File: config.mk
export PLATFORM = sky130hd
export DESIGN_NAME = sp_ram_fifo_ctrl
export DESIGN_NICKNAME = d
export VERILOG_FILES = /design/src/rtl/sp_ram_fifo_ctrl_pkg.sv /design/src/rtl/sp_ram_fifo_ctrl_arb.sv /design/src/rtl/sp_ram_fifo_ctrl.sv
export SDC_FILE = /design/constraint.sdc
export NUM_CORES = 1
export LEC_CHECK = 0
export ABC_AREA = 1
export CORE_UTILIZATION = 44
export CTS_BUF_LIST = sky130_fd_sc_hd__clkbuf_2 sky130_fd_sc_hd__clkbuf_4 sky130_fd_sc_hd__clkbuf_8
export DETAILED_ROUTE_END_ITERATION = 8
export PLACE_DENSITY = 0.67
export SYNTH_ARGS = -nofsm -noshare
export SYNTH_HDL_FRONTEND = slang
export SYNTH_SLANG_ARGS = --single-unit
File: constraint.sdc
create_clock -name clk -period 2.76 [get_ports clk]
set_clock_uncertainty 0.15 [all_clocks]
set_input_delay 0.552 -clock clk [delete_from_list [all_inputs] [get_ports clk]]
set_output_delay 0.552 -clock clk [all_outputs]
set_load 0.01 [all_outputs]
File: src/rtl/sp_ram_fifo_ctrl_pkg.sv
// Shared widths, depth derivation and the grant encoding for the
// single-port-RAM FIFO controller.
package sp_ram_fifo_ctrl_pkg;

    localparam int unsigned DATA_W_DEF = 4;
    localparam int unsigned ADDR_W_DEF = 6;

    function automatic int unsigned depth_of(input int unsigned addr_w);
        return 32'd1 << addr_w;
    endfunction

    localparam int unsigned DEPTH_DEF = depth_of(ADDR_W_DEF);

    typedef enum logic [1:0] {
        GRANT_NONE,
        GRANT_WRITE,
        GRANT_READ
    } grant_t;

endpackage

File: src/rtl/sp_ram_fifo_ctrl_arb.sv
// Two-requester round-robin arbiter: on contention the requester that did
// not win last time gets the grant.
module rr_arb2
    import sp_ram_fifo_ctrl_pkg::*;
(
    input  logic clk,
    input  logic rst,
    input  logic req_w,
    input  logic req_r,
    output logic gnt_w,
    output logic gnt_r
);

    grant_t last_grant_q;
    grant_t last_grant_d;
    grant_t grant;

    always_ff @(posedge clk or posedge rst) begin
        if (rst) begin
            last_grant_q <= GRANT_READ;
        end else begin
            last_grant_q <= last_grant_d;
        end
    end

    always_comb begin
        grant = GRANT_NONE;
        if (req_w && (!req_r || last_grant_q != GRANT_WRITE)) begin
            grant = GRANT_WRITE;
        end else if (req_r) begin
            grant = GRANT_READ;
        end
    end

    // Idle cycles leave the history untouched so fairness survives gaps.
    always_comb begin
        last_grant_d = last_grant_q;
        if (grant != GRANT_NONE) begin
            last_grant_d = grant;
        end
    end

    always_comb begin
        gnt_w = (grant == GRANT_WRITE);
        gnt_r = (grant == GRANT_READ);
    end

endmodule

File: src/rtl/sp_ram_fifo_ctrl.sv
// FIFO controller in front of a single-port RAM with registered read;
// push and pop share the one RAM port through a round-robin arbiter.
module sp_ram_fifo_ctrl
    import sp_ram_fifo_ctrl_pkg::*;
#(
    parameter int unsigned DATA_W = DATA_W_DEF,
    parameter int unsigned ADDR_W = ADDR_W_DEF
) (
    input  logic              clk,
    input  logic              rst,
    input  logic              wr_valid,
    input  logic [DATA_W-1:0] wr_data,
    output logic              wr_ready,
    input  logic              rd_req,
    output logic              rd_ack,
    output logic              rd_valid,
    output logic [DATA_W-1:0] rd_data,
    output logic [ADDR_W:0]   count,
    output logic              empty,
    output logic              full,
    output logic [ADDR_W-1:0] ram_addr,
    output logic              ram_we,
    output logic [DATA_W-1:0] ram_din,
    input  logic [DATA_W-1:0] ram_dout
);

    localparam logic [ADDR_W:0]   DEPTH   = {1'b1, {ADDR_W{1'b0}}};
    localparam logic [ADDR_W:0]   CNT_ONE = {{ADDR_W{1'b0}}, 1'b1};
    localparam logic [ADDR_W-1:0] PTR_ONE = {{(ADDR_W-1){1'b0}}, 1'b1};

    logic [ADDR_W-1:0] wr_ptr_q, wr_ptr_d;
    logic [ADDR_W-1:0] rd_ptr_q, rd_ptr_d;
    logic [ADDR_W:0]   count_q, count_d;
    logic              rd_valid_q, rd_valid_d;
    logic [DATA_W-1:0] rd_hold_q, rd_hold_d;

    logic push_elig;
    logic pop_elig;
    logic gnt_w;
    logic gnt_r;

    assign empty = (count_q == '0);
    assign full  = (count_q == DEPTH);
    assign count = count_q;

    // Handshakes are forced low while reset is held, not just after it.
    assign push_elig = wr_valid & ~full  & ~rst;
    assign pop_elig  = rd_req   & ~empty & ~rst;

    rr_arb2 u_arb (
        .clk   (clk),
        .rst   (rst),
        .req_w (push_elig),
        .req_r (pop_elig),
        .gnt_w (gnt_w),
        .gnt_r (gnt_r)
    );

    always_comb begin
        wr_ptr_d   = wr_ptr_q;
        rd_ptr_d   = rd_ptr_q;
        count_d    = count_q;
        rd_valid_d = gnt_r;
        rd_hold_d  = rd_hold_q;
        if (gnt_w) begin
            wr_ptr_d = wr_ptr_q + PTR_ONE;
            count_d  = count_q + CNT_ONE;
        end else if (gnt_r) begin
            rd_ptr_d = rd_ptr_q + PTR_ONE;
            count_d  = count_q - CNT_ONE;
        end
        if (rd_valid_q) begin
            rd_hold_d = ram_dout;
        end
    end

    always_ff @(posedge clk or posedge rst) begin
        if (rst) begin
            wr_ptr_q   <= '0;
            rd_ptr_q   <= '0;
            count_q    <= '0;
            rd_valid_q <= 1'b0;
            rd_hold_q  <= '0;
        end else begin
            wr_ptr_q   <= wr_ptr_d;
            rd_ptr_q   <= rd_ptr_d;
            count_q    <= count_d;
            rd_valid_q <= rd_valid_d;
            rd_hold_q  <= rd_hold_d;
        end
    end

    // rd_data passes the RAM word through in the valid cycle, else holds.
    assign rd_data  = rd_valid_q ? ram_dout : rd_hold_q;
    assign rd_valid = rd_valid_q;

    assign wr_ready = gnt_w;
    assign rd_ack   = gnt_r;
    assign ram_we   = gnt_w;
    assign ram_addr = gnt_w ? wr_ptr_q : rd_ptr_q;
    assign ram_din  = wr_data;

endmodule
==> results.py, run 1 <==
metrics = {
    "global_route": {
        "gr-usage-all-layers_pct": 17.2,
        "antenna_found_initial": 0,
        "first_global_vias": 1252,
        "grt-ovfl-total": 0,
        "first_pass_grt_wire_length_um": 5530,
        "grt_max_degree": 27,
    },
    "power_and_ir_drop": {
        "pwr_density_cell_mw_per_mm2": 1020,
        "total_leakage_power_nw": 1.08,
        "power.share.sequential_pct": 30.7,
        "netSwitchingPower_uw": 914,
        "power.total_mw": 2.25,
        "clkPwrFrac_pct": 13.8,
        "power.share.switching_pct": 40.7,
        "ir_worst_vdd_v": 0.000489,
        "share_comb_of_total_power_pct": 55.6,
        "internal_power_mw": 1.33,
    },
    "floorplanning": {
        "floorplan.initialDensity_pct": 46.5,
        "fp.dieArea_mm2": 0.00418,
        "placement_rows": 22,
        "coreArea_mm2": 0.00372,
        "die-height_um": 64.6,
        "ios": 39,
        "die_x_um": 64.6,
    },
    "timing": {
        "fin_tns_setup_ns": 0,
        "finalMaxSlewViolations": 0,
        "finalSetupViolCount": 0,
        "slew_headroom_pct": 69.0,
        "max_freq_mhz": 382,
        "fin_ws_ns": 0.142,
        "worst_pin_slew_ns": 0.465,
        "timing_hold_violations_final": 0,
        "grt_setup_unrepaired": "false",
        "finalCriticalPeriod_ns": 2.62,
        "period_share_pct": 94.8,
    },
    "clock_tree": {
        "cts_hold_repair.buffers": 0,
        "postCtsSetupRepairBufs": 0,
        "tritoncts_num_sinks": 26,
        "clk_pin_slew_worst_paths_ns": 0.08,
        "clk-insertion-delay-late_ns": 0.27,
        "cts.root.buffer_cell": "clkbuf_8",
        "ctsLongestPathBuffers": 2,
        "htreeDepth": 1,
        "tritoncts.num_buffers": 3,
        "tritoncts_clock_tree": "done",
    },
    "synthesis": {
        "synth_simple_gate_area_share_pct": 23.3,
        "yosys.cell_count.top_type": "nand2_1",
        "ys_top_cells_by_area": "dfrtp_1 (36%), nand2_1 (8.0%), inv_1 (5.9%)",
        "yosysTopAreaCell": "dfrtp_1",
        "yosys.area.top_type_share_pct": 36.2,
        "synth_cells": 196,
        "synth_edf_count": 0,
        "synth-adder-area-share_pct": 6.23,
        "synth.ff_latch_count": 26,
        "netlist-cell-type-count": 33,
        "ys.flop_type": "dfrtp_1",
        "synth_seq_area_share_pct": 37.8,
        "syn_area_per_cell_um2": 8.81,
        "synth_nets": 216,
        "largest_family_of_logic_cells_by_synthesized_area": "simple AND/OR/NAND/NOR gates",
        "area_of_the_mapped_netlist_mm2": 0.00173,
        "synthArstFlopShare_pct": 100,
        "synthesis.yosys.warnings": 0,
        "synth-xor-area-share_pct": 5.51,
        "netlist_top_cells_count": "nand2_1 (37), inv_1 (27), dfrtp_1 (25)",
        "synth.mux.area_fraction_pct": 2.61,
        "compound_gate_portion_of_the_synthesized_area_pct": 12.2,
    },
    "route": {
        "detail_route.wl_per_cell_um": 11.0,
        "pre_antenna_drt_iters": 5,
        "drt_wl_total_um": 3150,
        "drc_markers": 0,
        "vias": 1329,
        "drt_iter0_drc": 61,
        "drt.antenna.violating_nets": 0,
        "post_drt_via_cell_ratio": 4.65,
    },
    "placed_design": {
        "io_buffer_count": 30,
        "place_ws_ns": -0.219,
        "gp_congestion": 0.779,
        "hpwl_um": 2560,
    },
    "hold_path": {
        "hold_path_class": "in -> async",
    },
    "outcome": {
        "outcome": "complete, no violations",
    },
    "layout": {
        "finish.utilization_pct": 59.4,
        "layout.filler_cells": 355,
        "layout.area.seq_um2": 652,
        "fin_nets": 259,
        "area_delta_synth_final_pct": 27.9,
        "drive_gt1_share_pct": 27.7,
        "antenna-diode-count": 0,
        "combined_area_of_the_multi_input_logic_cells_um2": 873,
    },
    "setup_path": {
        "arrival_ns": 1.92,
        "worstRegToRegCells": 18,
        "end_kind": "output port",
        "timing_worst_setup_path_type": "in -> out",
        "startpoint_type": "input port",
        "timing.critical_path.fanout_max": 8,
        "worstPathRequired_ns": 2.06,
    },
    "job": {
        "max_cap_violations": 0,
    },
}
-- flip-flops by register name (all words and copies together) (netlist names) --
name                count
rd_hold_q               4
rd_valid                1
wr_ptr_q                6
rd_ptr_q                6
count                   7
u_arb.last_grant_q      2
-- timing repair --
item | in CTS | in global routing
pin swaps | 0 | 1
endpoints found under the setup margin | 9 | 6
gates resized for setup | 11 | 5
-- critical path: stages --
cell,delay (ns)
clkdlybuf4s50_1,0.45
inv_1,0.04
nor2_2,0.12
nand3_2,0.13
nand2_4,0.13
inv_4,0.06
buf_4,0.15
dlygate4sd2_1,0.28
-- layout by cell type, fill, tap and decap left out, types with 3 or more instances in the layout --
cell type / netlist / routed
inv_1: 27 / 26
dlygate4sd2_1: 0 / 9
nand4_1: 3 / 3
inv_2: 4 / 3
nand2_2: 7 / 8
mux2_2: 4 / 4
o21ai_0: 5 / 5
nor2_2: 2 / 4
nand3_1: 10 / 10
nor2_1: 10 / 8
xor2_1: 8 / 8
nand3_2: 3 / 3
o21ai_2: 8 / 8
buf_4: 5 / 16
nor2_4: 3 / 3
clkdlybuf4s50_1: 0 / 20
clkbuf_8: 0 / 3
nand2_1: 37 / 36
dfrtp_1: 25 / 25
o21ai_1: 6 / 6
ha_1: 7 / 7
-- worst paths after layout --
kind | from | to | slack (ns)
min | rst | count[6] | 0.28
max | rd_req | wr_ready | 0.14
max in group asynchronous | rst | u_arb.last_grant_q[1] | 1.89
min reg2reg | u_arb.last_grant_q[1] | u_arb.last_grant_q[1] | 0.34
min in group clk | u_arb.last_grant_q[1] | u_arb.last_grant_q[1] | 0.34
max reg2reg | count[3] | count[6] | 0.31
-- through the flow --
| step | area (µm²) | hold WS (ns) | std cells |
|---|---|---|---|
| 2_1_floorplan | 1730 | 0.296 | 196 |
| 3_3_place_gp | 2130 | 0.327 | 282 |
| 3_5_place_dp | 2130 | 0.330 | 282 |
| 4_1_cts | 2190 | 0.347 | 286 |
| 5_1_grt | 2210 | 0.306 | 286 |
| 6_report | 2210 | 0.280 | 286 |
-- cell families (layout without fill, tap and decap cells) --
group,after synthesis,after routing
and+or+nand+nor,80,80
xor gates and xnor gates,10,10
buffers and inverters,41,83
AOI/OAI and AO/OA,27,27
DFF,26,26
adders and majority gates,8,8
muxes,4,4
-- power by group through the flow --
stage                     sequential [mW]  clock, mW  combinational [mW]
after global placement              0.693          0                1.26
after floorplan                     0.698          0               0.799
after CTS                           0.689      0.322                1.25
final                               0.689      0.309                1.25
after detailed placement            0.695          0                1.28
after global routing                0.716      0.344                1.41
-- layout make-up --
cell class,count,share of cell area [%]
clock buffer,3,1.87
clock inverter,1,1.36
inverter,32,5.84
multi-input combinational,129,39.5
sequential,26,29.5
tap,48,2.72
timing repair buffer,47,19.2
-- metal layers --
| metal | vias to the layer above | global-route usage [%] | wire [µm] |
|---|---|---|---|
| met5 | - | 0 | 0 |
| met4 | 0 | 3.61 | 30 |
| met3 | 7 | 3.87 | 127 |
| met2 | 29 | 27.8 | 1460 |
| met1 | 593 | 23.6 | 1540 |
| li1 | 700 | - | - |
Note: power is estimated with default switching activity, not from simulation.
==> inputs of run 2 (changes only) <==
--- a/config.mk
+++ b/config.mk
@@ -5,11 +5,11 @@
 export SDC_FILE = /design/constraint.sdc
 export NUM_CORES = 1
 export LEC_CHECK = 0
-export ABC_AREA = 1
-export CORE_UTILIZATION = 44
+export ABC_AREA = 0
+export CORE_UTILIZATION = 49
 export CTS_BUF_LIST = sky130_fd_sc_hd__clkbuf_2 sky130_fd_sc_hd__clkbuf_4 sky130_fd_sc_hd__clkbuf_8
 export DETAILED_ROUTE_END_ITERATION = 8
-export PLACE_DENSITY = 0.67
+export PLACE_DENSITY = 0.77
 export SYNTH_ARGS = -nofsm -noshare
 export SYNTH_HDL_FRONTEND = slang
 export SYNTH_SLANG_ARGS = --single-unit
==> run 2 against run 1 <==
Effect of this change:
- the flow now finishes with violations (setup timing)
- highest routed layer unchanged
- clock power fell by 10%
- setup slack got worse by 0.27 ns
- design area fell by 5.6%
- total power fell by 2.8%
- first-iteration DRC count fell by 44%
- combinational power fell by 5%
- sequential share of layout area rose by 1.9 points
- global-route usage rose by 6.8 points
- via count fell by 7.8%
- cell count fell by 21%
==> results.py, run 2 <==
metrics = {
    "power_and_ir_drop": {
        "power.share.switching_pct": 37.9,
        "power.total_mw": 2.18,
        "internal_power_mw": 1.36,
        "ir_worst_vdd_v": 0.000796,
        "share_comb_of_total_power_pct": 54.8,
        "clkPwrFrac_pct": 12.7,
        "netSwitchingPower_uw": 827,
        "power.share.sequential_pct": 32.5,
        "total_leakage_power_nw": 1.00,
        "pwr_density_cell_mw_per_mm2": 1050,
    },
    "route": {
        "wl_met1_um": 1580,
        "drt_iter0_drc": 34,
        "post_drt_via_cell_ratio": 5.42,
        "route.met3.wl_um": 173,
        "detail_route.wl_per_cell_um": 16.9,
        "wl_met2_um": 1920,
        "routed.top_layer": "met4",
        "drc_markers": 0,
        "drt.antenna.violating_nets": 0,
        "drt_wl_total_um": 3820,
        "vias": 1226,
        "pre_antenna_drt_iters": 4,
    },
    "timing": {
        "finalSetupViolCount": 7,
        "period_share_pct": 104,
        "slew_headroom_pct": 75.6,
        "finalMaxSlewViolations": 0,
        "grt_setup_unrepaired": "true",
        "timing_hold_violations_final": 0,
        "fin_tns_setup_ns": -0.541,
        "fin_ws_ns": -0.123,
        "finalCriticalPeriod_ns": 2.88,
        "worst_pin_slew_ns": 0.366,
        "max_freq_mhz": 347,
    },
    "clock_tree": {
        "tritoncts.num_buffers": 3,
        "cts_hold_repair.buffers": 0,
        "htreeDepth": 1,
        "ctsLongestPathBuffers": 2,
        "clk-insertion-delay-late_ns": 0.35,
        "cts.root.buffer_cell": "clkbuf_4",
        "tritoncts_clock_tree": "done",
        "clk_pin_slew_worst_paths_ns": 0.16,
        "tritoncts_num_sinks": 26,
    },
    "layout": {
        "fin_nets": 216,
        "final_cell_mix": "buf_4 (28), dfrtp_1 (22), nand2_1 (21)",
        "antenna-diode-count": 0,
        "area_delta_synth_final_pct": 45.5,
        "mostFrequentLayoutCell": "buf_4",
        "stdcell_area_mm2": 0.00208,
        "final_cells": 226,
        "largest_reg_flops": 7,
        "drive_gt1_share_pct": 43.1,
    },
    "outcome": {
        "outcome": "complete, but fails checks",
        "failed_checks": "setup timing",
    },
    "global_route": {
        "grt_max_degree": 27,
        "gr-usage-all-layers_pct": 24.0,
        "first_global_vias": 1241,
        "first_pass_grt_wire_length_um": 5730,
        "antenna_found_initial": 0,
        "grt-ovfl-total": 0,
    },
    "synthesis": {
        "netlist_top_cells_count": "nand2_1 (27), dfrtp_1 (25), xnor2_1 (12)",
        "syn_area_per_cell_um2": 10.6,
        "synthArstFlopShare_pct": 100,
        "yosys.area.top_type_share_pct": 43.7,
        "area_of_the_mapped_netlist_mm2": 0.00143,
        "synth.ff_latch_count": 26,
        "synth_nets": 155,
        "synth_edf_count": 0,
        "largest_family_of_logic_cells_by_synthesized_area": "simple AND/OR/NAND/NOR gates",
        "yosys.cell_count.top_type": "nand2_1",
        "ys_top_cells_by_area": "dfrtp_1 (44%), mux2_2 (7.9%), xnor2_1 (7.3%)",
        "synth-adder-area-share_pct": 7.51,
        "synth_cells": 135,
        "synth.mux.area_fraction_pct": 8.56,
        "netlist-cell-type-count": 32,
        "yosysTopAreaCell": "dfrtp_1",
        "synthesis.yosys.warnings": 0,
        "synth_seq_area_share_pct": 45.5,
        "synth-xor-area-share_pct": 9.78,
        "compound_gate_portion_of_the_synthesized_area_pct": 8.30,
        "ys.flop_type": "dfrtp_1",
        "synth_simple_gate_area_share_pct": 14.8,
    },
    "setup_path": {
        "timing_worst_setup_path_type": "reg -> out",
        "ff2ff_setup_slack_ns": -0.05,
        "crit_chain": "nor4_4 > buf_4 > nand3_2 > nand4_1 > buf_4 > inv_4 > buf_6 > nand2_2 > nand2_1 > buf_2",
        "critical_path_cell_count": 10,
        "crit_top_cell": "buf_4",
        "timing.critical_path.fanout_max": 5,
        "worstPathRequired_ns": 2.06,
        "end_kind": "output port",
        "worstRegToRegCells": 10,
        "timing.rr.end": "count[6]",
        "r2r_start": "count[2]",
        "timing.critical_path.from": "count[2]",
        "critical_path.top_delay_family": "simple AND/OR/NAND/NOR gates",
        "cp.buffers_inverters": 5,
        "startpoint_type": "register",
        "timing.critical_path.slowest_cell_delay_ns": 0.45,
        "crit_slowest_cell": "dfrtp_2",
        "setup.worst_path.end": "ram_addr[3]",
        "arrival_ns": 2.18,
    },
    "placed_design": {
        "io_buffer_count": 30,
        "gp_congestion": 0.852,
        "hpwl_um": 2270,
        "placed_instances": 209,
        "place_area_mm2": 0.00189,
        "place_ws_ns": -0.268,
    },
    "floorplanning": {
        "ios": 39,
        "die-height_um": 56.1,
        "fp.dieArea_mm2": 0.00314,
        "die_x_um": 56.1,
        "placement_rows": 19,
        "floorplan.initialDensity_pct": 52.0,
        "coreArea_mm2": 0.00276,
    },
    "hold_path": {
        "hold_path_class": "reg -> reg",
    },
    "job": {
        "max_cap_violations": 0,
    },
}
==> run 2: cell count changes in the layout (fill, tap and decap cells not counted), sizes merged, moves of 5 or more <==
cell / change
buf: +24
inv: -25
mux2: +6
xor2: -5
nor2: -9
xnor2: +11
o21ai: -19
nand2: -18
dlygate4sd2: -8
nand3: -11
==> run 2: logic make-up (layout without fill, tap and decap cells) <==
group,count (synthesis),in the layout
and+or+nand+nor,45,45
DFF,26,26
buffers and inverters,15,75
xor gates and xnor gates,16,16
AOI/OAI and AO/OA,14,14
adders and majority gates,8,8
muxes,11,11
==> run 2: stage by stage <==
stage / hold WS, ns / utilization, %
global route: 0.391 / 75.6
global placement: 0.312 / 68.4
floorplan: 0.291 / -
finish: 0.365 / 75.6
CTS: 0.341 / 71.8
detailed placement: 0.315 / 68.4
==> run 2: worst min path at each step <==
stage               cells past startpoint  slack [ns]         start      endpoint
floorplan                               1        0.29   wr_ptr_q[5]   wr_ptr_q[5]
global placement                        1        0.31   wr_ptr_q[5]   wr_ptr_q[5]
detailed placement                      1        0.31   wr_ptr_q[5]   wr_ptr_q[5]
CTS                                     1        0.34   wr_ptr_q[5]   wr_ptr_q[5]
global route                            1        0.39   rd_ptr_q[5]   rd_ptr_q[5]
finish                                  1        0.36  rd_hold_q[2]  rd_hold_q[2]
==> run 2: power groups by stage <==
stage               registers (mW)  logic (mW)  clock network, mW
floorplan                    0.707       0.569                  0
global placement             0.693        1.00                  0
detailed placement           0.707        1.05                  0
CTS                          0.696        1.07              0.273
global route                 0.729        1.31              0.297
finish                       0.709        1.19              0.278
==> run 2: cell type report <==
class | instances | area (µm²)
clock buffers | 3 | 22.5
flip-flops and latches | 26 | 656
fillers | 185 | 673
repair buffers | 64 | 534
multi-input cells | 94 | 771
clock inverters | 1 | 30.0
inverters | 7 | 32.5
well taps | 31 | 38.8
==> run 2: worst reg2reg max path, cell delays in order (launching register included) <==
cell,delay [ns]
dfrtp_2,0.45
nor4_4,0.33
a211o_2,0.19
nand4_1,0.18
buf_6,0.20
fa_2,0.37
a211oi_2,0.21
o21bai_1,0.11
a21oi_2,0.15
mux2i_1,0.25
xnor2_1,0.15
==> run 2: timing repair <==
item	CTS	global route
hold endpoints to repair	0	0
resized for setup	33	27
setup buffers	8	7
pin swaps	4	15
endpoints found under the setup margin	12	12
==> run 2: per-layer routing <==
| metal | vias up | GRT usage [%] |
|---|---|---|
| met5 | - | 0 |
| met1 | 595 | 29.3 |
| li1 | 571 | - |
| met4 | 0 | 13.2 |
| met2 | 45 | 40.0 |
| met3 | 15 | 4.42 |
